[src/rtl/bit_serializer_pkg.sv]
// Shared definitions for the bit serializer and the downstream single-bit FSM.
// Holds the 32-bit state width, the state constants, and a helper that
// sizes the bit counter.
package bit_serializer_pkg;

   localparam int STATE_W = 32;

   typedef enum logic [STATE_W-1:0] {
      S_IDLE   = 32'd0,
      S_SHIFT  = 32'd1,
      S_PARITY = 32'd2
   } state_e;

   // Counter width for a WIDTH-bit frame; never below one bit.
   function automatic int cnt_width(input int width);
      return (width < 2) ? 1 : $clog2(width);
   endfunction

endpackage

[src/rtl/bit_serializer_if.sv]
// Parallel-in handshake and serial-out bundle of the bit serializer.
//   data_in/data_valid : word offered by the producer
//   data_ready         : serializer can take a word this cycle
//   a/a_valid          : serial bit and its qualifier for the downstream FSM
//   busy/done          : frame in flight / final-bit pulse
// master = producer/consumer side, slave = serializer side.
interface bit_serializer_if #(
   parameter int WIDTH = 8
);
   logic [WIDTH-1:0] data_in;
   logic             data_valid;
   logic             data_ready;
   logic             a;
   logic             a_valid;
   logic             busy;
   logic             done;

   modport master (
      output data_in, data_valid,
      input  data_ready, a, a_valid, busy, done
   );

   modport slave (
      input  data_in, data_valid,
      output data_ready, a, a_valid, busy, done
   );
endinterface

[src/rtl/bit_serializer.sv]
// Bit serializer: accepts WIDTH-bit words over a valid/ready handshake and
// shifts them out MSB first, one bit per clock, on bus.a (qualified by
// bus.a_valid). Back-to-back frames reload on the last-bit cycle with no gap.
//
// Ports:
//   clock : system clock, rising edge
//   clear : synchronous active-high reset
//   bus   : bit_serializer_if.slave (data_in, data_valid, data_ready,
//           a, a_valid, busy, done)
//
// Build option: define SERIALIZER_PARITY_EN to append one even-parity bit
// (S_PARITY) after the data bits; done/data_ready then move to that cycle.
//
// state    | meaning
// ---------+-------------------------------------------------------------
// S_IDLE   | no frame; a = IDLE_BIT, ready for a word
// S_SHIFT  | sending data bit cnt_q; last bit when cnt_q == WIDTH-1
// S_PARITY | sending the parity bit (SERIALIZER_PARITY_EN only)
module bit_serializer
   import bit_serializer_pkg::*;
#(
   parameter int   WIDTH    = 8,
   parameter logic IDLE_BIT = 1'b0
) (
   input logic             clock,
   input logic             clear,
   bit_serializer_if.slave bus
);

   localparam int            CW   = cnt_width(WIDTH);
   localparam logic [CW-1:0] LAST = CW'(WIDTH - 1);

   state_e           state_q, state_d;
   logic [WIDTH-1:0] shift_q, shift_d;
   logic [CW-1:0]    cnt_q, cnt_d;
`ifdef SERIALIZER_PARITY_EN
   logic             parity_q, parity_d;
`endif

   logic ser_bit, ser_valid, busy_c, done_c, ready_c, xfer;

   always_ff @(posedge clock) begin
      if (clear) begin
         state_q  <= S_IDLE;
         shift_q  <= '0;
         cnt_q    <= '0;
`ifdef SERIALIZER_PARITY_EN
         parity_q <= 1'b0;
`endif
      end else begin
         state_q  <= state_d;
         shift_q  <= shift_d;
         cnt_q    <= cnt_d;
`ifdef SERIALIZER_PARITY_EN
         parity_q <= parity_d;
`endif
      end
   end

   always_comb begin
      state_d   = state_q;
      shift_d   = shift_q;
      cnt_d     = cnt_q;
`ifdef SERIALIZER_PARITY_EN
      parity_d  = parity_q;
`endif
      ser_bit   = IDLE_BIT;
      ser_valid = 1'b0;
      busy_c    = 1'b0;
      done_c    = 1'b0;
      ready_c   = 1'b0;
      xfer      = 1'b0;

      case (state_q)
         S_IDLE: begin
            ready_c = 1'b1;
         end
         S_SHIFT: begin
            ser_bit   = shift_q[WIDTH-1];
            ser_valid = 1'b1;
            busy_c    = 1'b1;
            shift_d   = {shift_q[WIDTH-2:0], 1'b0};
            cnt_d     = cnt_q + CW'(1);
            if (cnt_q == LAST) begin
               cnt_d = '0;
`ifdef SERIALIZER_PARITY_EN
               state_d = S_PARITY;
`else
               done_c  = 1'b1;
               ready_c = 1'b1;
               state_d = S_IDLE;
`endif
            end
         end
`ifdef SERIALIZER_PARITY_EN
         S_PARITY: begin
            ser_bit   = parity_q;
            ser_valid = 1'b1;
            busy_c    = 1'b1;
            done_c    = 1'b1;
            ready_c   = 1'b1;
            state_d   = S_IDLE;
         end
`endif
         default: begin
            state_d = S_IDLE;
         end
      endcase

      // Clear forces idle-looking outputs and blocks the handshake that cycle.
      if (clear) begin
         ser_bit   = IDLE_BIT;
         ser_valid = 1'b0;
         busy_c    = 1'b0;
         done_c    = 1'b0;
         ready_c   = 1'b0;
      end

      // ready_c is only high on idle or final-bit cycles, so a load here is
      // either a fresh start or a zero-bubble reload.
      xfer = bus.data_valid && ready_c;
      if (xfer) begin
         shift_d = bus.data_in;
         cnt_d   = '0;
         state_d = S_SHIFT;
`ifdef SERIALIZER_PARITY_EN
         parity_d = ^bus.data_in;
`endif
      end
   end

   assign bus.a          = ser_bit;
   assign bus.a_valid    = ser_valid;
   assign bus.busy       = busy_c;
   assign bus.done       = done_c;
   assign bus.data_ready = ready_c;

endmodule
[src/flat_wrapper.sv]
// flat-port wrapper written by rule: the top's interface ports become plain ports
module bit_serializer_flat import bit_serializer_pkg::*;
#(
   parameter int   WIDTH    = 8,
   parameter logic IDLE_BIT = 1'b0
)
  (clock, clear, bus_data_in, bus_data_valid, bus_data_ready, bus_a, bus_a_valid, bus_busy, bus_done);
  bit_serializer_if #(.WIDTH(WIDTH)) bus_i ();
  input logic clock;
  input logic clear;
  input wire logic [$bits(bus_i.data_in)-1:0] bus_data_in;
  input wire logic [$bits(bus_i.data_valid)-1:0] bus_data_valid;
  output wire logic [$bits(bus_i.data_ready)-1:0] bus_data_ready;
  output wire logic [$bits(bus_i.a)-1:0] bus_a;
  output wire logic [$bits(bus_i.a_valid)-1:0] bus_a_valid;
  output wire logic [$bits(bus_i.busy)-1:0] bus_busy;
  output wire logic [$bits(bus_i.done)-1:0] bus_done;
  assign bus_i.data_in = bus_data_in;
  assign bus_i.data_valid = bus_data_valid;
  assign bus_data_ready = bus_i.data_ready;
  assign bus_a = bus_i.a;
  assign bus_a_valid = bus_i.a_valid;
  assign bus_busy = bus_i.busy;
  assign bus_done = bus_i.done;
  bit_serializer #(.WIDTH(WIDTH), .IDLE_BIT(IDLE_BIT)) u_core (.clock(clock), .clear(clear), .bus(bus_i));
endmodule
[config.mk]
export PLATFORM = sky130hd
export DESIGN_NAME = bit_serializer_flat
export DESIGN_NICKNAME = d
export VERILOG_FILES = /design/src/rtl/bit_serializer_pkg.sv /design/src/rtl/bit_serializer_if.sv /design/src/rtl/bit_serializer.sv /design/src/flat_wrapper.sv
export SDC_FILE = /design/constraint.sdc
export NUM_CORES = 1
export LEC_CHECK = 0
export ABC_AREA = 1
export BUFFER_PORTS_ARGS = -buffer_cell sky130_fd_sc_hd__clkbuf_2
export CAP_MARGIN = 5
export CORE_UTILIZATION = 44
export CTS_CLUSTER_SIZE = 8
export DETAILED_ROUTE_END_ITERATION = 10
export PLACE_DENSITY = 0.71
export SLEW_MARGIN = 0
export SYNTH_ARGS = -nofsm -noshare
export SYNTH_HDL_FRONTEND = slang
export SYNTH_SLANG_ARGS = --single-unit
[constraint.sdc]
create_clock -name clock -period 1.3 [get_ports clock]
set_clock_uncertainty 0.1 [all_clocks]
set_input_delay 0.195 -clock clock [delete_from_list [all_inputs] [get_ports clock]]
set_output_delay 0.195 -clock clock [all_outputs]
set_load 0.01 [all_outputs]
==> metrics.txt, run 1 <==
hold buffer count at CTS 0; Crit Reg-Reg Endpoint u_core.shift_q[7]; Vias 754; initial antenna violation count 0; CTS Buf Count 3; Startpoint Class flip-flop; final net count 135; Max clock buf depth 2; IO Pins 16; Max Slew Vio Count 0; Worst R2R Path Depth 9; CTS tree done; cell chain of the critical path ha_4 -> ha_4 -> inv_4 -> a21oi_4 -> buf_6; status finished with violations; Layout Area Growth over Synthesis 56.4%; Cells after Synth 93; failing checks negative setup slack; Worst-path clk slew 70 ps; CP endpoint bus_data_ready; Worst Path Required 1000 ps; max incr delay on CP 350 ps; grt ovf 0; Reg area 246 sq um; H-tree levels 1; Final Hold Viols 0; crit-path max FO 3; Initial DRC Count 15; CP Capture Type output pin; leakage 0.447 nW; first-pass GRT wire length 2550 microns; Area after DPL 801 sq um; Syn Nets 106; die area 0.00161 sq mm; wire per inst 12.5 microns; worst-skew pair later-pin latency 280 ps; placer congestion estimate 0.864; synth unique cells 17; final clock period utilization by the worst path 113%; drt pass-1 iters 4; Final min period 1480 ps; FP Rows 13; fin area 1000 sq um; DRT antenna net count 0; slowest CP cell dfxtp_2; Avg Inst Size Synth 6.87 sq um; die span in x 40.1 microns; reg-to-reg slack, setup -140 ps; Yosys Warn Count 0; Mapped Area 639 sq um; Clock Sinks 12; pwr/cell area 927 mW/mm^2; worst slew pin tran 261 ps; largest net degree at the start of global routing 12; maximum resistive drop on vdd 0.000761 V; fillers 114; Remaining DRCs 0; final WL 1700 microns; post-synthesis sequential area ratio 37.6%; Max Clk Rate 678 MHz; Hold Crit Class input port to flip-flop; CP most frequent cell ha_4; fin worst setup slack -175 ps; worst reg2reg path startpoint u_core.cnt_q[1]; Die Height 40.1 microns; clk root buf clkbuf_4; Initial Util 47.9%; Yosys reg bits 12; fin util 75.0%; crit path kind flip-flop to output pin; worst setup path startpoint u_core.cnt_q[0]; Worst Path Arrival 1180 ps; relative slew slack 82.6%; Port Buffers 15; # diodes 0; max-cap violations 0; multi-input combinational cell area 464 sq um; GRT Util Overall 24.2%; vias per cell 5.54; Setup-failing EPs final 16; RSZ-0062 raised after global routing yes; layout cells sized above 1 46.3%; DP HPWL 1030 microns; vias in the first global route 603; Core Region 0.00133 sq mm
==> cell usage after synthesis, drive strengths merged <==
cell type   n  area [sq um]
nor2        4          15.0
buf         4          28.8
inv        10          37.5
nor3        1          5.00
nand4       7          43.8
ha          2          25.0
nand3      10          62.6
dfxtp      12           240
a21oi      13          65.1
clkbuf      2          8.75
nand2      28           108
==> critical path, delay by kind of cell, from the launching register on <==
family	cells	cell delay, ps
AOI/OAI and AO/OA	1	130
DFF	1	350
buffers and inverters	2	160
adders and majority gates	2	270
==> cell usage in the layout, fill, tap and decap left out <==
master / n
nand2_1: 25
clkbuf_2: 12
buf_4: 9
dfxtp_1: 9
inv_1: 8
nand4_1: 7
nand3_1: 7
a21oi_1: 6
a21oi_2: 6
buf_6: 5
nor2_1: 3
nand3_4: 3
clkbuf_4: 3
nand3_2: 2
ha_4: 2
buf_2: 2
dfxtp_2: 2
inv_4: 1
a21oi_4: 1
nor3_2: 1
nand2_2: 1
nand2_8: 1
inv_2: 1
nand2_4: 1
nor2_4: 1
clkbuf_8: 1
dfxtp_4: 1
==> per-stage QoR <==
step                setup TNS [ps]  std cells  setup WS [ps]  hold slack, ps  total power (W)
CTS                          -1600        136           -203            87.0         0.000900
floorplan                     -176         93          -21.3             164         0.000513
global placement             -4.52        126          -2.81             368         0.000567
detailed placement            -188        126          -48.6             377         0.000571
finish                       -1380        136           -175            93.3         0.000927
global route                 -2720        136           -241             109         0.000972
==> per-layer routing <==
| metal | track usage, % | part of all wire, % | vias to the layer above |
|---|---|---|---|
| met5 | 0 | 0 | - |
| met4 | 10.3 | 1.4 | 0 |
| met3 | 6.11 | 8.9 | 4 |
| met2 | 38.3 | 49 | 42 |
| met1 | 30.7 | 41 | 339 |
| li1 | - | - | 369 |
==> cell families (layout without fill, tap and decap cells) <==
logic type / after synthesis / after routing / synth area share [%]
simple gates: 50 / 52 / 36.6
buf+inv: 16 / 42 / 11.7
compound gates: 13 / 13 / 10.2
flops: 12 / 12 / 37.6
fa+ha+maj: 2 / 2 / 3.91
==> timing repair <==
item,4_1_cts,5_1_grt
setup buffers,4,0
gates resized for setup,11,17
setup endpoints to repair,15,17
pin swaps,3,12
hold endpoints to repair,0,0
cloned,2,0
==> where the power goes <==
part           internal (W)  switching [W]
Sequential         0.000391      0.0000175
Clock              0.000170       0.000131
Combinational     0.0000982       0.000118
==> final cells by class <==
cell class | instances | area share (%)
Sequential cell | 12 | 24.7
Multi-Input combinational cell | 67 | 46.4
Clock buffer | 4 | 3.63
Inverter | 10 | 4.01
Tap cell | 15 | 1.88
Timing Repair Buffer | 28 | 19.4
==> worst min path at each step <==
stage | startpoint | endpoint | slack [ps] | cells past startpoint
finish | bus_data_in[0] | u_core.shift_q[0] | 90 | 3
global route | bus_data_in[0] | u_core.shift_q[0] | 110 | 3
CTS | bus_data_in[0] | u_core.shift_q[0] | 90 | 3
detailed placement | u_core.shift_q[7] | u_core.shift_q[7] | 380 | 2
global placement | u_core.shift_q[3] | u_core.shift_q[3] | 370 | 2
floorplan | clear | u_core.state_q[0] | 160 | 1
==> registers in the layout, summed over array words and instances (netlist names) <==
register,cells
u_core.state_q,1
u_core.shift_q,8
u_core.cnt_q,3
Power figures use the tool's default switching activity.
==> run 2: changes to the inputs <==
--- a/config.mk
+++ b/config.mk
@@ -12,6 +12,7 @@
 export CTS_CLUSTER_SIZE = 8
 export DETAILED_ROUTE_END_ITERATION = 10
 export PLACE_DENSITY = 0.71
+export REMOVE_ABC_BUFFERS = 1
 export SLEW_MARGIN = 0
 export SYNTH_ARGS = -nofsm -noshare
 export SYNTH_HDL_FRONTEND = slang
==> metrics.txt, run 2 (same netlist as run 1, synthesis figures left out) <==
cell chain of the critical path ha_4 -> ha_4 -> inv_2 -> buf_6 -> nor3_4 -> buf_6; Remaining DRCs 0 (unchanged); Vias 794 (+5.3%); DP HPWL 1080 microns (+4.9%); Startpoint Class flip-flop; wire per inst 15.1 microns (+21%); Max Slew Vio Count 0 (unchanged); CTS Buf Count 3 (unchanged); worst reg2reg path startpoint u_core.cnt_q[0]; relative slew slack 79.9% (-2.7 points); Worst-path clk slew 70 ps (about the same); fin worst setup slack -300 ps (-125 ps); reg-to-reg slack, setup -200 ps (-60 ps); H-tree levels 1 (unchanged); status finished with violations; Hold Crit Start bus_data_in[0]; layout cells sized above 1 46.0% (-0.31 points); most frequent cells in the layout nand2_1 (25), buf_4 (14), clkbuf_2 (10), a21oi_1 (9), dfxtp_1 (9); WHS Endpoint u_core.shift_q[0]; Largest Register u_core.shift_q; Core Region 0.00133 sq mm (unchanged); Worst R2R Path Depth 9 (unchanged); CTS tree done; die area 0.00161 sq mm (unchanged); slowest CP cell dfxtp_2; # diodes 0 (unchanged); die span in x 40.1 microns (unchanged); Clock Sinks 12 (unchanged); worst-skew pair later-pin latency 270 ps (about the same); CP Capture Type output pin; final clock period utilization by the worst path 123% (+9.6 points); Max clock buf depth 2 (unchanged); Max Clk Rate 625 MHz (-7.8%); Port Buffers 15 (unchanged); crit path kind flip-flop to output pin; vias per cell 5.71 (+3.0%); max reg flops 8 (unchanged); Worst Path Required 1000 ps (about the same); first-pass GRT wire length 2840 microns (+11%); pwr/cell area 851 mW/mm^2 (-8.2%); worst slew pin tran 302 ps (+40.4 ps); Layout Area Growth over Synthesis 58.1%; crit-path max FO 2 (-1); fin area 0.00101 sq mm (+1.1%); Setup-failing EPs final 14 (-2); Worst Path Arrival 1300 ps (+120 ps); clk root buf clkbuf_4; CP top delay family flip-flops; max-cap violations 0 (unchanged); Hold Path Stages 3 (unchanged); Largest regs u_core.shift_q (8), u_core.cnt_q (3), u_core.state_q (1); Initial Util 47.9% (unchanged); most common cell after layout, fill and taps aside nand2_1; GRT Util Overall 27.7% (+3.5 points); Hold Crit Class input port to flip-flop; worst path bufs/invs 3 (+1); DRT antenna net count 0 (unchanged); fin util 75.8% (+0.84 points); leakage 0.474 nW (+6.0%); final net count 139 (+3.0%); failing checks negative setup slack; IO Pins 16 (unchanged); FP Rows 13 (unchanged); maximum resistive drop on vdd 0.000627 V (-18%); Crit Reg-Reg Endpoint u_core.shift_q[3]; largest net degree at the start of global routing 11 (-1); max incr delay on CP 360 ps (about the same); Area after DPL 771 sq um (-3.8%); vias in the first global route 643 (+6.6%); grt ovf 0 (unchanged); Die Height 40.1 microns (unchanged); initial antenna violation count 0 (unchanged); final WL 2100 microns (+24%); Initial DRC Count 41 (+26); drt pass-1 iters 4 (unchanged); RSZ-0062 raised after global routing yes; placer congestion estimate 0.781 (-9.6%); Final Hold Viols 0 (unchanged); Final min period 1600 ps (+125 ps)
[run 2: cell count changes in the layout (fill, tap and decap cells not counted), moves of 2 or more]
| cell | before | now |
|---|---|---|
| buf_4 | 9 | 14 |
| a21oi_1 | 6 | 9 |
| a21oi_2 | 6 | 3 |
| clkbuf_2 | 12 | 10 |
| inv_2 | 1 | 3 |
[run 2: where the power goes]
group	leakage [nW]	internal [W]	switching, W
Combinational	0.361	0.000102	0.000125
Sequential	0.0999	0.000391	0.0000187
Clock	0.0138	0.000107	0.000116
[run 2: worst max path at each step]
stage               depth (start not counted)       startpoint                 to  slack, ps
global route                                6  u_core.cnt_q[0]           bus_done       -340
finish                                      6  u_core.cnt_q[0]           bus_done       -300
detailed placement                          7  u_core.cnt_q[0]  u_core.shift_q[1]       -130
floorplan                                   7  u_core.cnt_q[0]  u_core.shift_q[1]       -110
global placement                            6  u_core.cnt_q[1]     bus_data_ready        -90
CTS                                         6  u_core.cnt_q[1]     bus_data_ready       -300
[run 2: tightest hold or removal path: stages]
cell and delay [ps]:
clkbuf_2 90, nand3_2 70, a21oi_2 50
[run 2: per-stage QoR]
step                setup TNS, ps  power (W)  hold WS, ps  cells  setup slack (ps)
floorplan                   -1250   0.000490          164     87              -106
global placement             -815   0.000562          357    127             -92.4
detailed placement          -1340   0.000566          363    127              -127
CTS                         -1630   0.000838         70.6    138              -301
global route                -3090   0.000908         74.2    139              -337
finish                      -2400   0.000860         91.5    139              -300
[run 2: area by class of cell]
class / instances / area (sq um)
multi-input combinational: 67 / 459
sequential: 12 / 246
fill: 92 / 323
inverter: 10 / 37.5
clock buffer: 3 / 22.5
tap: 15 / 18.8
timing repair buffer: 32 / 226
[run 2: per-layer routing]
metal	track usage [%]	share of wire, %	vias up
li1	-	-	376
met1	30.4	38	363
met2	44.4	50	43
met3	8.33	6.9	12
met4	20.7	4.8	0
met5	0	0	-
[run 2: timing repair]
item	in CTS	in global routing
pin swaps	2	3
setup buffers	6	1
endpoints found under the setup margin	17	17
cloned	2	0
gates resized for setup	22	17
hold buffers	0	0
==> run 3: changes to the inputs <==
--- a/config.mk
+++ b/config.mk
@@ -8,11 +8,13 @@
 export ABC_AREA = 1
 export BUFFER_PORTS_ARGS = -buffer_cell sky130_fd_sc_hd__clkbuf_2
 export CAP_MARGIN = 5
-export CORE_UTILIZATION = 44
+export CORE_AREA = 2 2 39 41
 export CTS_CLUSTER_SIZE = 8
 export DETAILED_ROUTE_END_ITERATION = 10
-export PLACE_DENSITY = 0.71
+export DIE_AREA = 0 0 41 43
+export PLACE_DENSITY = 0.73
 export REMOVE_ABC_BUFFERS = 1
+export SKIP_CTS_REPAIR_TIMING = 1
 export SLEW_MARGIN = 0
 export SYNTH_ARGS = -nofsm -noshare
 export SYNTH_HDL_FRONTEND = slang
==> constraint.sdc (replaced) <==
create_clock -name clock -period 1.9 [get_ports clock]
set_clock_uncertainty 0.1 [all_clocks]
set_input_delay 0.285 -clock clock [delete_from_list [all_inputs] [get_ports clock]]
set_output_delay 0.285 -clock clock [all_outputs]
set_load 0.01 [all_outputs]
==> metrics.txt, run 3 (same netlist as run 1, synthesis figures left out) <==
status complete, no violations; Die Height 43 microns (+7.2%); Initial DRC Count 11 (-73%); Core Region 0.00138 sq mm (+3.8%); worst-skew pair later-pin latency 280 ps (about the same); vias per cell 5.08 (-11%); vias in the first global route 555 (-14%); H-tree levels 1 (unchanged); Largest Register u_core.shift_q; largest net degree at the start of global routing 18 (+7); Max Slew Vio Count 0 (unchanged); dpl ws 340 ps (+467 ps); RSZ-0062 raised after global routing no; crit-path max FO 3 (+1); Clock Sinks 12 (unchanged); leakage 0.369 nW (-22%); Area after DPL 712 sq um (-7.6%); maximum resistive drop on vdd 0.000442 V (-30%); initial antenna violation count 0 (unchanged); Worst Path Arrival 1320 ps (+20 ps); clk root buf clkbuf_4; first-pass GRT wire length 2280 microns (-20%); Layout Area Growth over Synthesis 17.0%; CP Capture Type output pin; max reg flops 8 (unchanged); fin area 748 sq um (-26%); crit path kind flip-flop to output pin; Max clock buf depth 2 (unchanged); FP Rows 14 (+1); GRT Util Overall 18.8% (-8.9 points); fin worst setup slack 194 ps (+494 ps); worst hold slack 166 ps (+74.2 ps); Worst Path Required 1510 ps (+510 ps); Final Hold Viols 0 (unchanged); relative slew slack 80.8% (+0.94 points); layout cells sized above 1 22.2% (-24 points); CTS tree done; Remaining DRCs 0 (unchanged); Setup-failing EPs final 0 (-14); Worst-path clk slew 80 ps (about the same); IO Pins 16 (unchanged); setup tns final 0 ps (+2400 ps); final net count 122 (-12%); CTS Buf Count 3 (unchanged); die span in x 41 microns (+2.2%); Startpoint Class flip-flop; Max Clk Rate 586 MHz; Design Power 0.000577 W (-33%); Hold Crit Class input port to flip-flop; Largest regs u_core.shift_q (8), u_core.cnt_q (3), u_core.state_q (1); Initial Util 46.2% (-1.7 points); drt pass-1 iters 4 (unchanged); grt ovf 0 (unchanged); DRT antenna net count 0 (unchanged); pwr/cell area 771 mW/mm^2 (-9.4%); final WL 1340 microns (-36%); worst slew pin tran 287 ps (-14.5 ps); most common cell after layout, fill and taps aside nand2_1; fillers 140 (+52%); placer congestion estimate 0.772 (-1.2%); Final min period 1710 ps; most frequent cells in the layout nand2_1 (27), clkbuf_2 (15), a21oi_1 (13), dfxtp_1 (12); final clock period utilization by the worst path 89.8%; max-cap violations 0 (unchanged); DP HPWL 923 microns (-14%); Vias 630 (-21%); # diodes 0 (unchanged); wire per inst 10.8 microns (-28%); Port Buffers 15 (unchanged); die area 0.00176 sq mm (+9.5%)
==> run 3: cell types whose count changed in the layout (fill, tap and decap cells not counted), sizes merged <==
cell / before / now
buf: 22 / 2
clkbuf: 13 / 19
nand3: 12 / 10
==> run 3: path summary, 6_finish.rpt <==
| path | from | end | slack (ps) | cells past startpoint |
|---|---|---|---|---|
| setup / recovery | u_core.cnt_q[0] | bus_data_ready | 190 | 5 |
| hold / removal | bus_data_in[0] | u_core.shift_q[0] | 170 | 3 |
| setup reg to reg | u_core.cnt_q[0] | u_core.cnt_q[1] | 310 | 7 |
| hold reg to reg | u_core.cnt_q[2] | u_core.cnt_q[2] | 370 | 2 |
==> run 3: per-layer routing <==
| metal | wire length (microns) | vias to the layer above | GRT usage [%] |
|---|---|---|---|
| met5 | 0 | - | 0 |
| met4 | 24 | 0 | 10.0 |
| met3 | 39 | 4 | 3.14 |
| met2 | 651 | 10 | 27.8 |
| met1 | 627 | 280 | 25.1 |
| li1 | - | 336 | - |
==> run 3: critical path, cell delays in order (launching register included) <==
cell      delay (ps)
dfxtp_1          360
ha_1             160
ha_1             130
inv_1             70
a21oi_1          160
clkbuf_2         160
==> run 3: final cells by class <==
class | count | area, sq um | share of cell area, %
multi-input combinational | 65 | 324 | 43.3
sequential | 12 | 240 | 32.1
tap | 16 | 20.0 | 2.68
clock buffer | 4 | 36.3 | 4.85
inverter | 10 | 37.5 | 5.02
timing repair buffer | 17 | 90.1 | 12.0
==> run 3: metrics by stage <==
stage                     instances  util [%]
final                           124      54.1
after global routing            124      54.1
after CTS                       124      54.1
after detailed placement        120      51.4
after global placement          120      51.4
after floorplan                  87         -
==> run 3: power breakdown <==
group	internal (W)	total, W	switching (W)
registers	0.000267	0.000278	0.0000111
logic	0.0000348	0.0000884	0.0000536
clock network	0.000116	0.000210	0.0000935
total	0.000418	0.000577	0.000158
